==> config.mk <==
export PLATFORM = sky130hd
export DESIGN_NAME = decoder3x8_seq
export DESIGN_NICKNAME = d
export VERILOG_FILES = /design/src/rtl/decoder3x8_pkg.sv /design/src/rtl/decoder3x8_core.sv /design/src/rtl/decoder3x8_seq.sv
export SDC_FILE = /design/constraint.sdc
export NUM_CORES = 1
export LEC_CHECK = 0
export ABC_CLOCK_PERIOD_IN_PS = 4800
export BUFFER_PORTS_ARGS = -buffer_cell sky130_fd_sc_hd__buf_2
export CELL_PAD_IN_SITES_DETAIL_PLACEMENT = 0
export CELL_PAD_IN_SITES_GLOBAL_PLACEMENT = 1
export CORE_AREA = 2 2 61 63
export DETAILED_ROUTE_END_ITERATION = 6
export DIE_AREA = 0 0 63 65
export GPL_ROUTABILITY_DRIVEN = 0
export PLACE_DENSITY_LB_ADDON = 0.1
export SYNTH_ARGS = -nofsm -noshare
export SYNTH_HDL_FRONTEND = slang
export SYNTH_SLANG_ARGS = --single-unit
==> constraint.sdc <==
create_clock -name clk -period 4.8 [get_ports clk]
set_input_delay 0.48 -clock clk [delete_from_list [all_inputs] [get_ports clk]]
set_output_delay 0.48 -clock clk [all_outputs]
set_load 0.02 [all_outputs]
==> src/rtl/decoder3x8_pkg.sv <==
// rtl/decoder3x8_pkg.sv - shared constants and state type for the sequenced 3-to-8 decoder
package decoder3x8_pkg;

  localparam int CODE_W   = 3;
  localparam int LINES    = 8;
  localparam int HITCNT_W = 8;

  typedef enum logic {
    IDLE  = 1'b0,
    DRIVE = 1'b1
  } dec_state_t;

endpackage

==> src/rtl/decoder3x8_core.sv <==
// rtl/decoder3x8_core.sv - combinational code-to-one-hot map, all zeros when disabled
module decoder3x8_core
  import decoder3x8_pkg::*;
(
  input  logic [CODE_W-1:0] code,
  input  logic              en,
  output logic [LINES-1:0]  onehot
);

  // One line per code; disabled means no line at all
  always_comb begin
    onehot = '0;
    if (en) onehot[code] = 1'b1;
  end

endmodule

==> src/rtl/decoder3x8_seq.sv <==
// rtl/decoder3x8_seq.sv - sequenced one-hot decoder with one-entry pending buffer; optional hit counters via DECODER3X8_HITCNT_EN
module decoder3x8_seq
  import decoder3x8_pkg::*;
#(
  parameter int HOLD_W = 4
) (
  input  logic                clk,
  input  logic                rst,
  input  logic                in_valid,
  output logic                in_ready,
  input  logic [CODE_W-1:0]   in_code,
  input  logic [HOLD_W-1:0]   in_hold,
  output logic [LINES-1:0]    out_data,
  output logic                out_valid,
  output logic                busy,
  input  logic [CODE_W-1:0]   hit_sel,
  output logic [HITCNT_W-1:0] hit_cnt
);

  localparam logic [HOLD_W-1:0] CNT_ONE = {{(HOLD_W-1){1'b0}}, 1'b1};

  dec_state_t         state_q, state_d;
  logic [CODE_W-1:0]  cur_code_q, cur_code_d;
  logic [HOLD_W-1:0]  cnt_q, cnt_d;
  logic               pend_valid_q, pend_valid_d;
  logic [CODE_W-1:0]  pend_code_q, pend_code_d;
  logic [HOLD_W-1:0]  pend_cnt_q, pend_cnt_d;
  logic               xfer;
  logic               ld_en;
  logic [CODE_W-1:0]  ld_code;

  // cnt holds remaining cycles after the current one, so a hold of 0 or 1 both mean cnt = 0
  function automatic logic [HOLD_W-1:0] hold_to_cnt(input logic [HOLD_W-1:0] h);
    return (h == '0) ? '0 : (h - CNT_ONE);
  endfunction

  assign in_ready = !pend_valid_q;
  assign xfer     = in_valid && !pend_valid_q;
  assign busy     = (state_q == DRIVE) || pend_valid_q;

  // Next-state: load from idle, count down, and on the last cycle pick pending > bypass > idle
  always_comb begin
    state_d      = state_q;
    cur_code_d   = cur_code_q;
    cnt_d        = cnt_q;
    pend_valid_d = pend_valid_q;
    pend_code_d  = pend_code_q;
    pend_cnt_d   = pend_cnt_q;
    ld_en        = 1'b0;
    ld_code      = cur_code_q;
    case (state_q)
      IDLE: begin
        if (xfer) begin
          state_d    = DRIVE;
          cur_code_d = in_code;
          cnt_d      = hold_to_cnt(in_hold);
          ld_en      = 1'b1;
          ld_code    = in_code;
        end
      end
      DRIVE: begin
        if (cnt_q != '0) begin
          cnt_d = cnt_q - CNT_ONE;
          if (xfer) begin
            pend_valid_d = 1'b1;
            pend_code_d  = in_code;
            pend_cnt_d   = hold_to_cnt(in_hold);
          end
        end else if (pend_valid_q) begin
          cur_code_d   = pend_code_q;
          cnt_d        = pend_cnt_q;
          pend_valid_d = 1'b0;
          ld_en        = 1'b1;
          ld_code      = pend_code_q;
        end else if (xfer) begin
          cur_code_d = in_code;
          cnt_d      = hold_to_cnt(in_hold);
          ld_en      = 1'b1;
          ld_code    = in_code;
        end else begin
          state_d = IDLE;
        end
      end
      default: state_d = IDLE;
    endcase
  end

  // State register; reset drops any code being driven and any pending code
  always_ff @(posedge clk) begin
    if (rst) begin
      state_q      <= IDLE;
      cur_code_q   <= '0;
      cnt_q        <= '0;
      pend_valid_q <= 1'b0;
      pend_code_q  <= '0;
      pend_cnt_q   <= '0;
    end else begin
      state_q      <= state_d;
      cur_code_q   <= cur_code_d;
      cnt_q        <= cnt_d;
      pend_valid_q <= pend_valid_d;
      pend_code_q  <= pend_code_d;
      pend_cnt_q   <= pend_cnt_d;
    end
  end

  decoder3x8_core u_core (
    .code   (cur_code_q),
    .en     (state_q == DRIVE),
    .onehot (out_data)
  );

  assign out_valid = |out_data;

`ifdef DECODER3X8_HITCNT_EN
  localparam logic [HITCNT_W-1:0] HIT_ONE = {{(HITCNT_W-1){1'b0}}, 1'b1};

  logic [HITCNT_W-1:0] hit_q [LINES];

  // Saturating per-line count of codes loaded into DRIVE
  always_ff @(posedge clk) begin
    if (rst) begin
      for (int i = 0; i < LINES; i++) hit_q[i] <= '0;
    end else if (ld_en && (hit_q[ld_code] != '1)) begin
      hit_q[ld_code] <= hit_q[ld_code] + HIT_ONE;
    end
  end

  assign hit_cnt = hit_q[hit_sel];
`else
  logic unused_hit;

  assign hit_cnt    = '0;
  assign unused_hit = ^{hit_sel, ld_en, ld_code};
`endif

endmodule

Yosys cells after proc, flatten, opt, wreduce, memory -nomap -nowiden
Index checks and enable logic that the tools add are counted.
{"block": "word_totals", "regBits": 16}
{"block": "op_classes", "reduce_logical": 9, "n_lt_le_gt_ge": 2, "muxes": 18, "n_eq_ne": 2, "bitwise_logic": 1, "add_sub_neg": 2}
{"cell": "$mux W4", "n": 4}
{"cell": "$mux W3", "n": 3}
{"cell": "$mux W8", "n": 1}
{"cell": "$pmux W4 S2", "n": 1}
{"cell": "$reduce_or A8 Y1", "n": 1}
{"cell": "$sub A4 B1 Y4 const B", "n": 2}
{"cell": "$mux W1", "n": 6}
{"cell": "$pmux W3 S2", "n": 1}
{"cell": "$logic_not A4 Y1", "n": 1}
{"cell": "$lt A3 B4 Y1 const B", "n": 1}
{"cell": "$ne A2 B2 Y1 const B", "n": 2}
{"cell": "$reduce_bool A4 Y1", "n": 1}
{"cell": "$demux W1 S3", "n": 1}
{"cell": "$ge A3 B1 Y1 const B", "n": 1}
{"cell": "$reduce_and A3 Y1", "n": 1}
{"cell": "$logic_and A1 B1 Y1", "n": 2}
{"cell": "$pmux W1 S2", "n": 1}
{"cell": "$reduce_and A2 Y1", "n": 1}
{"cell": "$logic_not A1 Y1", "n": 1}
{"cell": "$logic_or A1 B1 Y1", "n": 1}
{"cell": "$not A1 Y1", "n": 1}

Longest topological paths before layout
Gate-level depths: netlist of the first run.
{"block": "logic_depth", "word_depth": 6, "mapped_depth": 7}

Modules after synthesis
Synthesis of the first run repeated with hierarchy kept, for this count alone.
{"block": "unflattened", "cells_unflattened": 125, "area_unflattened_um2": 1063.5}
{"mod": "decoder3x8_seq", "cells_per_inst": 117, "instances": 1, "area_per_inst_um2": 968.4}
{"mod": "decoder3x8_core", "cells_per_inst": 8, "instances": 1, "area_per_inst_um2": 95.1}

Worst setup path after synthesis of the first run
Ideal clock, no wire load.
{"block": "synth_timing", "path_kind": "register to output", "start": "register state_q", "end": "output out_data[2]", "t_arrival_ns": 1.379, "path_slack_ns": 2.941, "n_path_buf": 2, "path_stages_with_launch": 5, "path_cell_list": "dfxtp_1 buf_2 buf_1 nand2_1 nor3_1"}
{"block": "synth_between", "elab_chain_cells": 1}
{"element": "start, declared", "line_no": "decoder3x8_seq.sv:22", "text": "dec_state_t state_q, state_d;"}
{"element": "start signal, assigned", "line_no": "decoder3x8_seq.sv:98", "text": "state_q <= state_d;"}
{"element": "$mux W8", "line_no": "decoder3x8_core.sv:13", "text": "if (en) onehot[code] = 1'b1;"}
{"element": "end, declared", "line_no": "decoder3x8_seq.sv:13", "text": "output logic [LINES-1:0] out_data,"}
Every way passes these cells.

Worst setup path in the final report of the first run
{"block": "layout_timing", "start": "register state_q", "end": "output out_data[0]"}
Same word-level chain as after synthesis.

==> flow_summary.yaml, run 1 <==
setup_path:
  critPathTopFamily: "flip-flops"
  rrSetupSlack_ns: 3.02
  crit_type: "reg2out"
  start_kind: "register"
  crit_path_max_fanout: 18
  slowest_stage: "dfxtp_1"
  crit_chain: "nand2b_1 > nor3_1 > buf_2"
  r2r_start: "state_q$_SDFF_PP0_"
  crit_path_end_kind: "primary output"
  required_ns: 4.32
  max_stage_delay_ns: 0.75
  timing.rr.end: "pend_cnt_q[2]$_SDFFE_PP0P_"
  rr_worst_depth: 4
  crit_arrival_ns: 1.63
  cp_num_buf_inv: 1
detailed_routing:
  dr_wl_met3_um: 84
  first_pass_iters: 4
  via_per_inst: 4.675
  wl_um: 2352
  top_layer: "met4"
  ant_nets: 0
  vias: 935
  met1_length_um: 1134
  drt-wirelength-per-cell_um: 11.76
  post-route-drc-count: 0
  route.met2.wl_um: 1104
  drt_iter0_markers: 23
cts:
  cts_hold_buf: 0
  clkSinkCount: 16
  cts_tree: "done"
  clk_pin_slew_ns: 0.10
  clock-root-buffer: "clkbuf_4"
  insertion_delay_ns: 0.28
  clockBufferDepth: 2
  cts-resized-gates: 0
  postCtsSetupRepairBufs: 0
  htreeDepth: 1
  cts_buffers: 3
timing:
  setup_viol: 0
  period_needed_ns: 2.112
  fmax_ghz: 0.4735
  post-route-period-util_pct: 44.00
  final-max-slew-violation-count: 0
  rsz0062_at_grt: "no"
  fin_worst_skew_ns: 0.006847
  slew_headroom_pct: 56.02
  hold_viol_final: 0
  hold_slack_ns: 0.4337
  tightest_slew_ns: 0.6588
  tns_ns: 0
global_route:
  antenna_found_initial: 0
  grt_start_max_net_pins: 19
  grt_pass1_wl_um: 4119
  grtUsageTotal_pct: 12.92
  grt_pass1_vias: 894
  overflow: 0
power_and_ir_drop:
  p_int_mw: 0.2356
  comb_power_share_pct: 31.8
  power_frac_clock_pct: 24.0
  irDropWorstVdd_v: 0.00009584
  p_sw_mw: 0.1352
  p_leak_nw: 0.4435
  power.total_mw: 0.3707
  p_sw_share_pct: 36.46
  seq_power_share_pct: 44.2
  pwr_density_cell_mw_per_mm2: 326.7
min_path:
  whs_endpoint: "pend_code_q[0]$_SDFFE_PP0P_"
  min_path_type: "in2reg"
  hold_start: "in_code[0]"
  hold_path_depth: 3
synthesis:
  synth_area_per_cell_um2: 7.387
  synthAdderAreaFrac_pct: 1.255
  yosysWarnings: 0
  synthArstFlopShare_pct: 0
  synth_top_area_share_pct: 32.12
  synth_top_family_by_area: "simple AND/OR/NAND/NOR gates"
  synth_compound_area_share_pct: 24.09
  seq_area_frac_synth_pct: 32.12
  muxShareOfSynthArea_pct: 1.004
  synth-main-ff-cell: "dfxtp_1"
  yosysTopAreaCell: "dfxtp_1"
  mappedNetlistArea_um2: 997.2
  synth.area.top_cells: "dfxtp_1 (32%), nor2_1 (7.5%), a21oi_1 (6.5%), nand2_1 (6.4%), buf_4 (6.0%)"
  synth_cell_types: 37
  ys_ff_latch: 16
  yosys.area_share.simple_pct: 30.74
  synth_xor_area_share_pct: 0
  synth_edf_count: 0
  syn_inst: 135
final_layout:
  drive_gt1_share_pct: 21.71
  antennaDiodeCount: 0
  area_growth_pct: 13.80
  regArea_um2: 320.3
  fillers: 399
  final_nets: 167
  multi_input_area_um2: 599.3
job:
  cap_violations: 0
floorplanning:
  die_area_mm2: 0.004095
  dieWidth_um: 63
  initial_core_util_pct: 28.53
  io_pins: 32
  die_h_um: 65
  coreArea_mm2: 0.003496
  rows: 22
run_status:
  status: "completed"
place:
  numPortBuffers: 20
  place_hpwl_um: 1770
## logic make-up (layout without fill, tap and decap cells)
| group | count (synthesis) | count (layout) |
|---|---|---|
| AOI/OAI and AO/OA | 34 | 34 |
| adders and majority gates | 1 | 1 |
| buffers and inverters | 19 | 29 |
| DFF | 16 | 16 |
| muxes | 1 | 1 |
| other | 1 | 8 |
| and+or+nand+nor | 63 | 63 |
## power by group through the flow
| stage | clock network (mW) | logic, mW | registers, mW |
|---|---|---|---|
| floorplan | 0 | 0.104 | 0.157 |
| global placement | 0 | 0.119 | 0.167 |
| detailed placement | 0 | 0.119 | 0.167 |
| CTS | 0.0942 | 0.119 | 0.164 |
| global route | 0.105 | 0.133 | 0.167 |
| finish | 0.0891 | 0.118 | 0.164 |
## through the flow
| stage | instance area, um2 | std cells | worst slack, ns | util, % |
|---|---|---|---|---|
| 4_1_cts | 1135 | 200 | 2.651 | 32.46 |
| 3_5_place_dp | 1099 | 196 | 2.970 | 31.42 |
| 6_report | 1135 | 200 | 2.688 | 32.46 |
| 2_1_floorplan | 1023 | 142 | 2.941 | - |
| 5_1_grt | 1135 | 200 | 2.523 | 32.46 |
| 3_3_place_gp | 1099 | 196 | 3.009 | 31.42 |
## worst max-delay path by stage
stage | startpoint | depth (start not counted) | slack [ns] | end
detailed placement | state_q$_SDFF_PP0_ | 3 | 2.97 | out_data[0]
global route | state_q$_SDFF_PP0_ | 3 | 2.52 | out_data[2]
global placement | state_q$_SDFF_PP0_ | 3 | 3.01 | out_data[0]
finish | state_q$_SDFF_PP0_ | 3 | 2.69 | out_data[0]
CTS | state_q$_SDFF_PP0_ | 3 | 2.65 | out_data[0]
floorplan | state_q$_SDFF_PP0_ | 4 | 2.94 | out_data[2]
## tightest hold or removal path: stages
cell and delay, ns:
buf_2 0.10, nand2_1 0.05, a21oi_1 0.05
## sequential cells by signal, indices dropped and copies added (netlist names)
name and cells:
cnt_q 4, pend_cnt_q 4, cur_code_q 3, pend_code_q 3, pend_valid_q 1, state_q 1
## layout by cell type (no fill, tap or decap), drive strengths merged
cell	instances
nor2	20
buf	20
nand2	17
dfxtp	16
a21oi	13
conb	8
nor3	8
nand2b	6
nand3	5
inv	5
o21ai	5
a211oi	5
clkbuf	4
o31ai	3
o22ai	2
or3b	1
nor2b	1
a32oi	1
nor3b	1
a31oi	1
or2	1
o2bb2ai	1
a22oi	1
mux2i	1
or3	1
a32o	1
nand4	1
nor4b	1
o21a	1
ha	1
## routing by layer
| metal | vias up | GRT usage, % |
|---|---|---|
| met5 | - | 0 |
| met4 | 0 | 6.667 |
| met3 | 2 | 1.736 |
| met2 | 23 | 22.47 |
| met1 | 422 | 15.50 |
| li1 | 488 | - |
## synthesized netlist by cell type, types with 2 or more instances
library cell,number
buf_4,8
inv_2,2
o31ai_1,3
nand3_1,4
nor2_1,20
o21ai_1,2
a21oi_1,13
buf_2,2
buf_1,2
dfxtp_1,16
nand2b_1,6
nor3_1,7
clkbuf_1,2
o21ai_0,3
o22ai_1,2
a211oi_2,3
a211oi_1,2
nand2_1,17
inv_1,3
## area by class of cell
cell class	instances	area share, %
Sequential cell	16	28.22
Clock buffer	4	3.197
Inverter	5	1.654
Multi-Input combinational cell	107	52.81
Tap cell	48	5.292
Timing Repair Buffer	20	8.820
No activity file was read; power rests on OpenSTA's default activity.
==> run 2, diff against run 1 <==
--- a/config.mk
+++ b/config.mk
@@ -5,7 +5,8 @@
 export SDC_FILE = /design/constraint.sdc
 export NUM_CORES = 1
 export LEC_CHECK = 0
-export ABC_CLOCK_PERIOD_IN_PS = 4800
+export ABC_AREA = 1
+export ABC_CLOCK_PERIOD_IN_PS = 1800
 export BUFFER_PORTS_ARGS = -buffer_cell sky130_fd_sc_hd__buf_2
 export CELL_PAD_IN_SITES_DETAIL_PLACEMENT = 0
 export CELL_PAD_IN_SITES_GLOBAL_PLACEMENT = 1
==> constraint.sdc (replaced) <==
create_clock -name clk -period 1.8 [get_ports clk]
set_input_delay 0.18 -clock clk [delete_from_list [all_inputs] [get_ports clk]]
set_output_delay 0.18 -clock clk [all_outputs]
set_load 0.02 [all_outputs]
==> run 2 against run 1 <==
  * Cell area increased by 1.5%
  * Critical path depth rose by 5
  * Synthesized cell count rose by 14%
  * Final cell count is 12% higher
  * Non-clock buffer count is 1 higher
  * First-iteration DRC count decreased by 57%
  * Sequential power grew to 2.5 times the previous value
  * Wire length grew 1.4%
  * Critical endpoint is now pend_cnt_q[2]$_SDFFE_PP0P_
==> flow_summary.yaml, run 2 <==
timing:
  worst_slack_ns: 0.2990
  period_needed_ns: 1.501
  hold_slack_ns: 0.1389
  post-route-period-util_pct: 83.39
  hold_viol_final: 0
  fin_worst_skew_ns: 0.0007120
  rsz0062_at_grt: "no"
  tns_ns: 0
  setup_viol: 0
  fmax_ghz: 0.6662
  final-max-slew-violation-count: 0
detailed_routing:
  ant_nets: 0
  drt-wirelength-per-cell_um: 10.70
  wl_um: 2386
  post-route-drc-count: 0
  first_pass_iters: 4
  vias: 977
  drt_iter0_markers: 10
  via_per_inst: 4.381
synthesis:
  ys_ff_latch: 16
  mappedNetlistArea_mm2: 0.001001
  syn_inst: 154
  synth_top_area_share_pct: 32.00
  yosysTopAreaCell: "dfxtp_1"
  synthArstFlopShare_pct: 0
  synth.most_common_cell: "nand2_1"
  synth.area.top_cells: "dfxtp_1 (32%), nand2_1 (15%), a21oi_1 (8.0%), nor2_1 (7.9%), buf_4 (6.0%)"
  seq_area_frac_synth_pct: 32.00
  synth_cell_types: 23
  synth_edf_count: 0
  synth_area_per_cell_um2: 6.500
  yosysWarnings: 0
  synth-main-ff-cell: "dfxtp_1"
  synthTopCellsByCount: "nand2_1 (39), nor2_1 (21), a21oi_1 (16), dfxtp_1 (16), inv_1 (15)"
min_path:
  hold_path_depth: 3
  whs_endpoint: "pend_code_q[0]$_SDFFE_PP0P_"
  min_path_type: "in2reg"
  hold_start: "in_code[0]"
power_and_ir_drop:
  irDropWorstVdd_v: 0.0002478
  p_leak_nw: 0.5760
  pwr_density_cell_mw_per_mm2: 851.0
global_route:
  overflow: 0
  grt_pass1_wl_um: 4126
  antenna_found_initial: 0
  grt_start_max_net_pins: 10
  grtUsageTotal_pct: 13.01
  grt_pass1_vias: 922
cts:
  clockBufferDepth: 2
  clock-root-buffer: "clkbuf_4"
  cts-resized-gates: 0
  cts_buffers: 3
  clk_pin_slew_ns: 0.10
  htreeDepth: 1
  cts_hold_buf: 0
  cts_tree: "done"
  insertion_delay_ns: 0.30
  clkSinkCount: 16
  postCtsSetupRepairBufs: 0
place:
  place_hpwl_um: 1900
  placed_area_mm2: 0.001116
  dp_slack_ns: 0.2862
  numPortBuffers: 20
final_layout:
  reg.largest.list: "cnt_q (4), pend_cnt_q (4)"
  antennaDiodeCount: 0
  area_growth_pct: 15.13
  finalCoreUtilization_pct: 32.96
  regArea_um2: 320.3
  final_nets: 190
  final_cell_mix: "nand2_1 (39), nor2_1 (21), buf_2 (20)"
  final_common_cell: "nand2_1"
  stdcell_area_mm2: 0.001152
  fillers: 413
  drive_gt1_share_pct: 20.00
  multi_input_area_um2: 561.8
floorplanning:
  rows: 22
  initial_core_util_pct: 28.63
  coreArea_mm2: 0.003496
  io_pins: 32
  die_h_um: 65
  die_area_mm2: 0.004095
  dieWidth_um: 63
setup_path:
  cp-startpoint: "cnt_q[0]$_SDFF_PP0_"
  required_ns: 2.00
  r2r_start: "cnt_q[0]$_SDFF_PP0_"
  crit_arrival_ns: 1.70
  timing.rr.end: "pend_cnt_q[2]$_SDFFE_PP0P_"
  start_kind: "register"
  crit_path_max_fanout: 8
  rrSetupSlack_ns: 0.30
  crit_path_end_kind: "register"
  crit_type: "reg2reg"
  rr_worst_depth: 8
run_status:
  status: "completed"
job:
  cap_violations: 0
run 2: changes by cell type after synthesis, moves of 3 or more:
cell	previous run	this run
o31ai_1	3	0
nor3_1	7	0
o21ai_0	3	11
a21oi_1	13	16
inv_1	3	15
nand2b_1	6	0
nand2_1	17	39
nand3_1	4	7
a211oi_2	3	0
nand2_4	0	3
run 2: worst max-delay path, cell delays in order, from the launching register on:
cell     delay [ns]
dfxtp_1        0.34
inv_1          0.08
ha_1           0.26
nand3_4        0.15
nand2_4        0.10
nor2_4         0.20
inv_4          0.09
a21oi_1        0.13
nor2_1         0.05
run 2: worst max path at each step:
stage	cells past startpoint	slack [ns]	to
6_report	8	0.30	pend_cnt_q[2]$_SDFFE_PP0P_
5_1_grt	8	0.14	pend_cnt_q[2]$_SDFFE_PP0P_
3_3_place_gp	8	0.28	pend_cnt_q[2]$_SDFFE_PP0P_
3_5_place_dp	8	0.29	pend_cnt_q[2]$_SDFFE_PP0P_
4_1_cts	8	0.27	pend_cnt_q[2]$_SDFFE_PP0P_
2_1_floorplan	8	0.50	pend_cnt_q[3]$_SDFFE_PP0P_
run 2: area by class of cell:
class	count	area share (%)
clock buffers	4	3.149
inverters	17	5.755
multi-input cells	117	48.75
flip-flops and latches	16	27.80
well taps	48	5.212
repair buffers	21	9.338
run 2: report_power, final:
group,internal [mW],switching [mW]
combinational,0.103,0.209
clock,0.123,0.127
sequential,0.391,0.0274
run 2: metrics by stage:
| step | cells | power [mW] |
|---|---|---|
| final | 223 | 0.9806 |
| after global routing | 223 | 1.057 |
| after CTS | 223 | 0.9937 |
| after detailed placement | 219 | 0.7425 |
| after global placement | 219 | 0.7438 |
| after floorplan | 161 | 0.6786 |
run 2: logic make-up (layout without fill, tap and decap cells):
| kind of cell | count (synthesis) | after routing | share of synthesized area (%) |
|---|---|---|---|
| flops | 16 | 16 | 32.00 |
| compound gates | 33 | 33 | 17.63 |
| buf+inv | 28 | 42 | 14.50 |
| fa+ha+maj | 1 | 1 | 1.250 |
| other cells | 1 | 8 | 0.3746 |
| simple gates | 75 | 75 | 34.25 |
run 2: metal layers:
layer	part of all wire (%)	global-route usage [%]	vias to the layer above
met2	43	21.54	25
met5	0	0	-
met4	1.9	5.833	0
li1	-	-	518
met1	50	16.08	429
met3	5.1	2.951	5
==> run 3, diff against run 2 <==
--- a/config.mk
+++ b/config.mk
@@ -6,7 +6,7 @@
 export NUM_CORES = 1
 export LEC_CHECK = 0
 export ABC_AREA = 1
-export ABC_CLOCK_PERIOD_IN_PS = 1800
+export ABC_CLOCK_PERIOD_IN_PS = 1400
 export BUFFER_PORTS_ARGS = -buffer_cell sky130_fd_sc_hd__buf_2
 export CELL_PAD_IN_SITES_DETAIL_PLACEMENT = 0
 export CELL_PAD_IN_SITES_GLOBAL_PLACEMENT = 1
==> constraint.sdc (replaced) <==
create_clock -name clk -period 1.4 [get_ports clk]
set_input_delay 0.14 -clock clk [delete_from_list [all_inputs] [get_ports clk]]
set_output_delay 0.14 -clock clk [all_outputs]
set_load 0.02 [all_outputs]
==> run 3 against run 2 <==
  * Final cell count up 4.0%
  * Fmax up 15%
  * Worst hold slack worse by 0.045 ns
  * Via count up 4.1%
  * Wire length up 6.5%
  * First-iteration DRC count rose to 2.8 times the previous value
  * Clock-buffer cell count unchanged
  * Critical path depth unchanged
  * Sequential share of layout area down 1.7 points
  * Largest cell class unchanged
  * Largest power group unchanged
==> flow_summary.yaml, run 3 (synthesis results as in run 2) <==
run_status:
  status: "completed"
setup_path:
  critPathTopFamily: "simple AND/OR/NAND/NOR gates"
  crit_chain: "inv_2 > ha_4 > nand3_4 > nand2_4 > nor2_4 > buf_4 > nand2_1 > a21oi_2"
  crit_arrival_ns: 1.55
  required_ns: 1.64
  crit_path_end_kind: "register"
  max_stage_delay_ns: 0.36
  start_kind: "register"
  cp_num_buf_inv: 2
  slowest_stage: "dfxtp_1"
  crit_type: "reg2reg"
  crit_path_max_fanout: 4
global_route:
  met1_usage_pct: 16.88
  antenna_found_initial: 0
  grtUsageMet2_pct: 22.74
  grtUsageTotal_pct: 13.36
  top_usage_layer: "met2"
  grt_use_met3_pct: 1.736
  overflow: 0
  grt_start_max_net_pins: 10
  grt_pass1_vias: 971
  grt_pass1_wl_um: 4284
place:
  place_inst: 228
  dp_slack_ns: 0.01144
  numPortBuffers: 20
  place_hpwl_um: 1985
floorplanning:
  die_area_mm2: 0.004095
  io_pins: 32
  dieWidth_um: 63
  initial_core_util_pct: 28.63
  rows: 22
  coreArea_mm2: 0.003496
  die_h_um: 65
cts:
  cts_hold_buf: 0
  htreeDepth: 1
  clock-root-buffer: "clkbuf_4"
  insertion_delay_ns: 0.30
  clockBufferDepth: 2
  cts_buffers: 3
  cts_tree: "done"
  clk_pin_slew_ns: 0.11
  clkSinkCount: 16
final_layout:
  fin_cells: 232
  final_cell_mix: "nand2_1 (39), nor2_1 (20), buf_2 (19)"
  area_growth_pct: 24.50
  final_nets: 199
  antennaDiodeCount: 0
  drive_gt1_share_pct: 27.72
  final_common_cell: "nand2_1"
  reg.largest.list: "cnt_q (4), pend_cnt_q (4)"
power_and_ir_drop:
  comb_power_share_pct: 36.0
  p_sw_share_pct: 36.81
  seq_power_share_pct: 39.8
  p_leak_nw: 0.6211
  irDropWorstVdd_v: 0.0004045
  p_int_mw: 0.8539
  power_frac_clock_pct: 24.2
  p_sw_mw: 0.4975
  pwr_density_cell_mw_per_mm2: 1084
detailed_routing:
  drt_iter0_markers: 28
  ant_nets: 0
  via_per_inst: 4.384
  vias: 1017
  first_pass_iters: 4
  post-route-drc-count: 0
  drt-wirelength-per-cell_um: 10.96
  wl_um: 2542
timing:
  final-max-slew-violation-count: 0
  worst_slack_ns: 0.09171
  fmax_ghz: 0.7644
  hold_viol_final: 0
  setup_viol: 0
  post-route-period-util_pct: 93.45
  fin_worst_skew_ns: 0.004754
  period_needed_ns: 1.308
  tns_ns: 0
  rsz0062_at_grt: "no"
min_path:
  min_path_type: "in2reg"
job:
  cap_violations: 0
## run 3: cell count changes in the layout (fill, tap and decap cells not counted), sizes merged
| cell | previous run | this run |
|---|---|---|
| buf | 21 | 30 |
## run 3: power by group through the flow
stage               clock, mW  sequential, mW  combinational (mW)
floorplan                   0           0.537               0.336
global placement            0           0.546               0.470
detailed placement          0           0.546               0.471
CTS                     0.330           0.536               0.476
global route            0.348           0.544               0.551
finish                  0.327           0.538               0.486
## run 3: path summary, 6_finish.rpt
kind                                                    end                        start  slack [ns]  cells after the start
worst max register to register  pend_code_q[2]$_SDFFE_PP0P_          cnt_q[1]$_SDFF_PP0_        0.09                      8
worst min register to register  pend_code_q[1]$_SDFFE_PP0P_  pend_code_q[1]$_SDFFE_PP0P_        0.47                      2
worst min-delay path            pend_code_q[1]$_SDFFE_PP0P_                   in_code[1]        0.09                      3
worst max-delay path            pend_code_q[2]$_SDFFE_PP0P_          cnt_q[1]$_SDFF_PP0_        0.09                      8
## run 3: per-layer routing
metal	routed length, um	share of wire [%]
met1	1245	49
met2	1177	46
met3	86	3.4
met4	32	1.3
met5	0	0
## run 3: repair_timing
action                                  in CTS  in global routing
buffers inserted                             0                  0
endpoints found under the hold margin        0                  0
resized for setup                            2                  8
pin swaps                                    1                  2
endpoints found under the setup margin       8                 14
## run 3: worst min-delay path: cells and delay by family
kind                   cells  cell delay, ns
AO/OA/AOI/OAI              1            0.05
buffers and inverters      1            0.10
AND/OR/NAND/NOR            1            0.05
## run 3: layout make-up
class / instances / area (um2)
timing repair buffer: 30 / 177.7
tap: 48 / 60.06
multi-input combinational: 117 / 580.6
sequential: 16 / 325.3
inverter: 17 / 66.31
fill: 408 / 2250
clock buffer: 4 / 36.28
## run 3: per-stage QoR
step | power (mW) | utilization (%) | hold WS [ns] | cell area, um2
detailed placement | 1.016 | 33.86 | 0.4174 | 1184
floorplan | 0.8725 | - | 0.2776 | 1027
CTS | 1.342 | 35.00 | 0.09296 | 1224
global placement | 1.016 | 33.86 | 0.4049 | 1184
finish | 1.351 | 35.65 | 0.09430 | 1246
global route | 1.443 | 35.65 | 0.1024 | 1246
